**src/rtl/seq_detector_param_if.sv**
```systemverilog
// rtl/seq_detector_param_if.sv - serial data, config and status bundle for seq_detector_param
interface seq_detector_param_if #(
    parameter int MAX_LEN = 8,
    parameter int CNT_W   = 8
);
    localparam int PL_W = $clog2(MAX_LEN + 1);

    logic               Din;
    logic               Din_valid;
    logic               Cfg_load;
    logic [MAX_LEN-1:0] Cfg_pattern;
    logic [PL_W-1:0]    Cfg_len;
    logic               Cfg_overlap;
    logic               Count_clr;
    logic               Y;
    logic [CNT_W-1:0]   Match_count;
    logic               Cfg_err;
    logic               Armed;

    modport master (
        output Din, Din_valid, Cfg_load, Cfg_pattern, Cfg_len, Cfg_overlap, Count_clr,
        input  Y, Match_count, Cfg_err, Armed
    );

    modport slave (
        input  Din, Din_valid, Cfg_load, Cfg_pattern, Cfg_len, Cfg_overlap, Count_clr,
        output Y, Match_count, Cfg_err, Armed
    );
endinterface

```
**src/rtl/seq_detector_param.sv**
```systemverilog
// rtl/seq_detector_param.sv - programmable serial pattern detector with overlap control and saturating match counter
module seq_detector_param #(
    parameter int               MAX_LEN     = 8,
    parameter int               CNT_W       = 8,
    parameter logic [MAX_LEN-1:0] DEF_PATTERN = MAX_LEN'(8'b0000_1101),
    parameter int               DEF_LEN     = 4,
    parameter bit               DEF_OVERLAP = 1'b1
) (
    input logic                 Clk,
    input logic                 Rst,
    seq_detector_param_if.slave bus
);
    localparam int              PL_W     = $clog2(MAX_LEN + 1);
    localparam logic [PL_W-1:0] MAX_FILL = PL_W'(MAX_LEN);

    logic [MAX_LEN-1:0] pat_q, pat_d;
    logic [PL_W-1:0]    len_q, len_d;
    logic               ovl_q, ovl_d;
    logic [MAX_LEN-1:0] hist_q, hist_d;
    logic [PL_W-1:0]    fill_q, fill_d;
    logic [CNT_W-1:0]   cnt_q, cnt_d;
    logic               err_q, err_d;
    logic               y_q, y_d;

    logic [MAX_LEN-1:0] hist_new;
    logic [MAX_LEN-1:0] len_mask;
    logic [PL_W-1:0]    fill_n;
    logic               match;
    logic               cfg_ok;

    always_comb begin
        pat_d  = pat_q;
        len_d  = len_q;
        ovl_d  = ovl_q;
        hist_d = hist_q;
        fill_d = fill_q;
        cnt_d  = cnt_q;
        err_d  = err_q;
        y_d    = 1'b0;

        hist_new = {hist_q[MAX_LEN-2:0], bus.Din};
        fill_n   = (fill_q == MAX_FILL) ? MAX_FILL : fill_q + 1'b1;
        // Only the low len bits of history and pattern take part in the compare.
        len_mask = ~({MAX_LEN{1'b1}} << len_q);
        match    = (fill_n >= len_q) && (((hist_new ^ pat_q) & len_mask) == '0);
        cfg_ok   = (bus.Cfg_len != '0) && (bus.Cfg_len <= MAX_FILL);

        if (bus.Cfg_load) begin
            if (cfg_ok) begin
                pat_d  = bus.Cfg_pattern;
                len_d  = bus.Cfg_len;
                ovl_d  = bus.Cfg_overlap;
                hist_d = '0;
                fill_d = '0;
                err_d  = 1'b0;
            end else begin
                err_d  = 1'b1;
            end
        end else if (bus.Din_valid) begin
            hist_d = hist_new;
            fill_d = (match && !ovl_q) ? '0 : fill_n;
            y_d    = match;
            if (match && (cnt_q != '1)) begin
                cnt_d = cnt_q + 1'b1;
            end
        end

        if (bus.Count_clr) begin
            cnt_d = '0;
        end
    end

    always_ff @(posedge Clk) begin
        if (Rst) begin
            pat_q  <= DEF_PATTERN;
            len_q  <= PL_W'(DEF_LEN);
            ovl_q  <= DEF_OVERLAP;
            hist_q <= '0;
            fill_q <= '0;
            cnt_q  <= '0;
            err_q  <= 1'b0;
            y_q    <= 1'b0;
        end else begin
            pat_q  <= pat_d;
            len_q  <= len_d;
            ovl_q  <= ovl_d;
            hist_q <= hist_d;
            fill_q <= fill_d;
            cnt_q  <= cnt_d;
            err_q  <= err_d;
            y_q    <= y_d;
        end
    end

    assign bus.Y           = y_q;
    assign bus.Match_count = cnt_q;
    assign bus.Cfg_err     = err_q;
    assign bus.Armed       = (fill_q >= len_q);
endmodule
```
**src/flat_wrapper.sv**
```systemverilog
// flat-port wrapper written by rule: the top's interface ports become plain ports
module seq_detector_param_flat 
#(
    parameter int               MAX_LEN     = 8,
    parameter int               CNT_W       = 8,
    parameter logic [MAX_LEN-1:0] DEF_PATTERN = MAX_LEN'(8'b0000_1101),
    parameter int               DEF_LEN     = 4,
    parameter bit               DEF_OVERLAP = 1'b1
)
  (Clk, Rst, bus_Din, bus_Din_valid, bus_Cfg_load, bus_Cfg_pattern, bus_Cfg_len, bus_Cfg_overlap, bus_Count_clr, bus_Y, bus_Match_count, bus_Cfg_err, bus_Armed);
  seq_detector_param_if #(.MAX_LEN(MAX_LEN), .CNT_W(CNT_W)) bus_i ();
  input logic Clk;
  input logic Rst;
  input wire logic [$bits(bus_i.Din)-1:0] bus_Din;
  input wire logic [$bits(bus_i.Din_valid)-1:0] bus_Din_valid;
  input wire logic [$bits(bus_i.Cfg_load)-1:0] bus_Cfg_load;
  input wire logic [$bits(bus_i.Cfg_pattern)-1:0] bus_Cfg_pattern;
  input wire logic [$bits(bus_i.Cfg_len)-1:0] bus_Cfg_len;
  input wire logic [$bits(bus_i.Cfg_overlap)-1:0] bus_Cfg_overlap;
  input wire logic [$bits(bus_i.Count_clr)-1:0] bus_Count_clr;
  output wire logic [$bits(bus_i.Y)-1:0] bus_Y;
  output wire logic [$bits(bus_i.Match_count)-1:0] bus_Match_count;
  output wire logic [$bits(bus_i.Cfg_err)-1:0] bus_Cfg_err;
  output wire logic [$bits(bus_i.Armed)-1:0] bus_Armed;
  assign bus_i.Din = bus_Din;
  assign bus_i.Din_valid = bus_Din_valid;
  assign bus_i.Cfg_load = bus_Cfg_load;
  assign bus_i.Cfg_pattern = bus_Cfg_pattern;
  assign bus_i.Cfg_len = bus_Cfg_len;
  assign bus_i.Cfg_overlap = bus_Cfg_overlap;
  assign bus_i.Count_clr = bus_Count_clr;
  assign bus_Y = bus_i.Y;
  assign bus_Match_count = bus_i.Match_count;
  assign bus_Cfg_err = bus_i.Cfg_err;
  assign bus_Armed = bus_i.Armed;
  seq_detector_param #(.MAX_LEN(MAX_LEN), .CNT_W(CNT_W), .DEF_PATTERN(DEF_PATTERN), .DEF_LEN(DEF_LEN), .DEF_OVERLAP(DEF_OVERLAP)) u_core (.Clk(Clk), .Rst(Rst), .bus(bus_i));
endmodule
```
**config.mk**
```make
export PLATFORM = sky130hd
export DESIGN_NAME = seq_detector_param_flat
export DESIGN_NICKNAME = d
export VERILOG_FILES = /design/src/rtl/seq_detector_param_if.sv /design/src/rtl/seq_detector_param.sv /design/src/flat_wrapper.sv
export SDC_FILE = /design/constraint.sdc
export NUM_CORES = 1
export LEC_CHECK = 0
export CORE_ASPECT_RATIO = 0.9
export CORE_UTILIZATION = 46
export CTS_BUF_LIST = sky130_fd_sc_hd__clkbuf_2
export DETAILED_ROUTE_END_ITERATION = 8
export GPL_TIMING_DRIVEN = 0
export MAX_ROUTING_LAYER = met4
export PLACE_DENSITY = 0.71
export SYNTH_ARGS = -nofsm -noshare
export SYNTH_HDL_FRONTEND = slang
export SYNTH_SLANG_ARGS = --single-unit
```
**constraint.sdc**
```tcl
create_clock -name Clk -period 6.47 [get_ports Clk]
set_input_delay 1.294 -clock Clk [delete_from_list [all_inputs] [get_ports Clk]]
set_output_delay 1.294 -clock Clk [all_outputs]
set_load 0.01 [all_outputs]
```
==> out/qor.csv <==
metric,value,unit
DRC viols,0,
sequential-to-total area share from yosys stat,38.0,%
routed wire length,3890,um
Gate Count Post-Synth,205,
Die Y,61.2,um
placer congestion estimate,0.796,
synth warn,0,
largest net degree at the start of global routing,13,
Avg Vias per Cell,5.41,
status,"finished, final reports clean",
CTS Sinks,34,
Worst-Skew Late Latency,0.40,ns
Die W,67.7,um
Worst Path Buf+Inv,1,
CTS tree,yes,
Sequential Power Share,48.0,%
Netlist cell types,35,
slew margin rel.,55.9,%
Comb pwr share,12.1,%
post-CTS resize count,0,
Synth Net Count,235,
full die area,4140,um2
Synth area leaders,"dfxtp_1 38%, ha_1 7.7%, mux2i_1 5.0%",
met1 WL,2010,um
Mean Syn Cell Area,8.73,um2
WP data arrival,2.22,ns
GRT overflow,0,
# H-tree levels,2,
Sw Ratio,24.7,%
max incr delay on CP,0.52,ns
min Tclk post-route,3.51,ns
worst slew pin tran,0.661,ns
Internal,0.350,mW
gr usage total,21.5,%
CTS Buffer Depth,2,
Worst Setup EP,bus_Armed,
"count leader, synth",dfxtp_1,
"antenna viol nets, final",0,
Port Buf Inserts,29,
"Period Utilization, post-route",54.3,%
Final Max Slew Viols,0,
post-synth top area share,38.0,%
power consumption,0.464,mW
routed wl met3,121,um
CP dominant cell by count,nand2b_1,
DR pass1 iterations,4,
Setup Total Neg Slack,0,ns
Startpoint Class,flip-flop,
Final Hold Fails,0,
root buffer cell,clkbuf_2,
crit-path max FO,7,
post-synth top area cell,dfxtp_1,
Final Net Count,271,
Vias,1558,
R2R setup slack,3.64,ns
R2R cell count,12,
Most used DFF post-synth,dfxtp_1,
Lkg Pwr,0.903,nW
WP data required,5.18,ns
#FFs+latches synth,34,
Starting DRT DRC Count,97,
max-cap violation count,0,
clock share of power,39.9,%
met2 wire length,1740,um
global-route wire length before repair,6340,um
io pins,30,
RSZ-0062 raised after global routing,no,
CTS Hold Bufs,0,
pwr dens,208,nW/um2
highest metal used,met4,
Crit-path slowest cell,dfxtp_1,
sw power,0.114,mW
hold crit path type,reg -> reg,
layout cells sized above 1,6.20,%
CP Depth,7,
vias in the first global route,1405,
CTS Buf Count,5,
initial antenna violation count,0,
final setup vio count,0,
WL/cell,13.5,um
total setup buffers inserted after CTS,0,
"EDFF count, synth",0,
FF-to-FF Start,u_core.fill_q[0],
Post-synth ARST share,0,%
CP Cell Sequence,ha_1 -> nand2b_1 -> a21oi_1 -> nor2b_1 -> o21ai_0 -> nand2b_1 -> clkdlybuf4s50_1,
FMAX,285,MHz
final HPWL from detailed placement,2920,um
Syn-to-layout area delta,24.7,%
crit path kind,reg -> out,
endpoint type of the worst setup path,primary output,
initial core utilization,48.0,%
synth cell count leaders,"34 x dfxtp_1, 18 x nor2_1, 14 x inv_1, 13 x o21ai_0, 12 x nand2_1",
"CP delay by family, top",flip-flops,
peak supply drop,167,uV
critical path launch point,u_core.len_q[0],
Site Rows,21,
FILL cells,340,
Mapped Area,1790,um2
Core Region,3730,um2
R2R Path End,u_core.bus.Match_count[2],
"Reg clk slew, reported paths",0.20,ns
Clock Skews,0.0150,ns
Ant. Diodes,0,
[power groups by stage]
| stage | Sequential (mW) | Clock [mW] | Combinational (mW) |
|---|---|---|---|
| after floorplan | 0.225 | 0 | 0.0334 |
| after global placement | 0.227 | 0 | 0.0553 |
| after detailed placement | 0.227 | 0 | 0.0561 |
| after CTS | 0.223 | 0.188 | 0.0563 |
| after global routing | 0.224 | 0.198 | 0.0633 |
| final | 0.223 | 0.185 | 0.0561 |
[registers in the layout (all words and copies together) (netlist names)]
signal and flops:
u_core.bus.Match_count 8, u_core.bus.Cfg_err 1, u_core.pat_q 8, u_core.len_q 4, u_core.fill_q 4, u_core.hist_q 7, u_core.ovl_q 1, u_core.bus.Y 1
[tightest hold or removal path, delay by kind of cell, from the launching register on]
kind	cells	cell delay, ns
flip-flops	1	0.37
AND/OR/NAND/NOR	1	0.06
multiplexers	1	0.05
[worst min-delay path by stage]
stage               cells past startpoint  slack [ns]                       from                         to
floorplan                               1        0.44               u_core.ovl_q               u_core.ovl_q
global placement                        2        0.47  u_core.bus.Match_count[5]  u_core.bus.Match_count[5]
detailed placement                      1        0.48            u_core.pat_q[3]            u_core.pat_q[3]
CTS                                     2        0.51  u_core.bus.Match_count[5]  u_core.bus.Match_count[5]
global route                            2        0.53           u_core.fill_q[0]           u_core.fill_q[0]
finish                                  2        0.51  u_core.bus.Match_count[5]  u_core.bus.Match_count[5]
[through the flow]
step | instances | instance area [um2] | hold slack [ns] | setup WS, ns | util (%)
floorplan | 205 | 1790 | 0.437 | 3.81 | -
global placement | 280 | 2140 | 0.475 | 3.06 | 57.3
detailed placement | 280 | 2140 | 0.485 | 3.03 | 57.3
CTS | 288 | 2230 | 0.507 | 2.93 | 59.8
global route | 288 | 2230 | 0.531 | 2.73 | 59.8
finish | 288 | 2230 | 0.508 | 2.96 | 59.8
[per-layer routing]
layer | vias to the layer above | GRT usage (%)
li1 | 820 | -
met1 | 712 | 27.8
met2 | 24 | 32.1
met3 | 2 | 5.00
met4 | 0 | 9.12
met5 | - | -
[final cells by class]
type	count	area, um2	area share, %
Clock buffer	5	25.0	1.12
Timing Repair Buffer	29	290	13.0
Buffer	8	33.8	1.51
Clock inverter	3	68.8	3.08
Sequential cell	34	681	30.5
Multi-Input combinational cell	149	1020	45.8
Inverter	14	52.6	2.36
Tap cell	46	57.6	2.58
[layout by cell type (no fill, tap or decap), types with 2 or more instances in the layout]
| cell type | instances |
|---|---|
| clkdlybuf4s50_1 | 29 |
| ha_1 | 11 |
| or3_1 | 3 |
| and4_1 | 2 |
| a21oi_1 | 11 |
| bufinv_16 | 2 |
| nand4_1 | 3 |
| dfxtp_1 | 34 |
| and3_1 | 5 |
| nor3_1 | 3 |
| clkbuf_2 | 5 |
| xor2_1 | 8 |
| or4_1 | 6 |
| nor2b_1 | 2 |
| a211o_1 | 6 |
| or2_2 | 2 |
| mux2i_1 | 9 |
| a222oi_1 | 2 |
| o21ai_0 | 13 |
| nand3_1 | 8 |
| a22o_1 | 4 |
| buf_2 | 3 |
| o31ai_1 | 7 |
| nand2b_1 | 5 |
| nor2_1 | 18 |
| inv_1 | 14 |
| clkbuf_1 | 4 |
| nand2_1 | 12 |
[logic make-up after synthesis]
kind of cell | Yosys count | share of synthesized area, %
AOI/OAI and AO/OA | 49 | 19.0
xor gates and xnor gates | 9 | 4.41
adders and majority gates | 11 | 7.69
buffers and inverters | 22 | 4.82
DFF | 34 | 38.0
muxes | 9 | 5.04
and+or+nand+nor | 71 | 21.0
No activity file was read; power rests on OpenSTA's default activity.
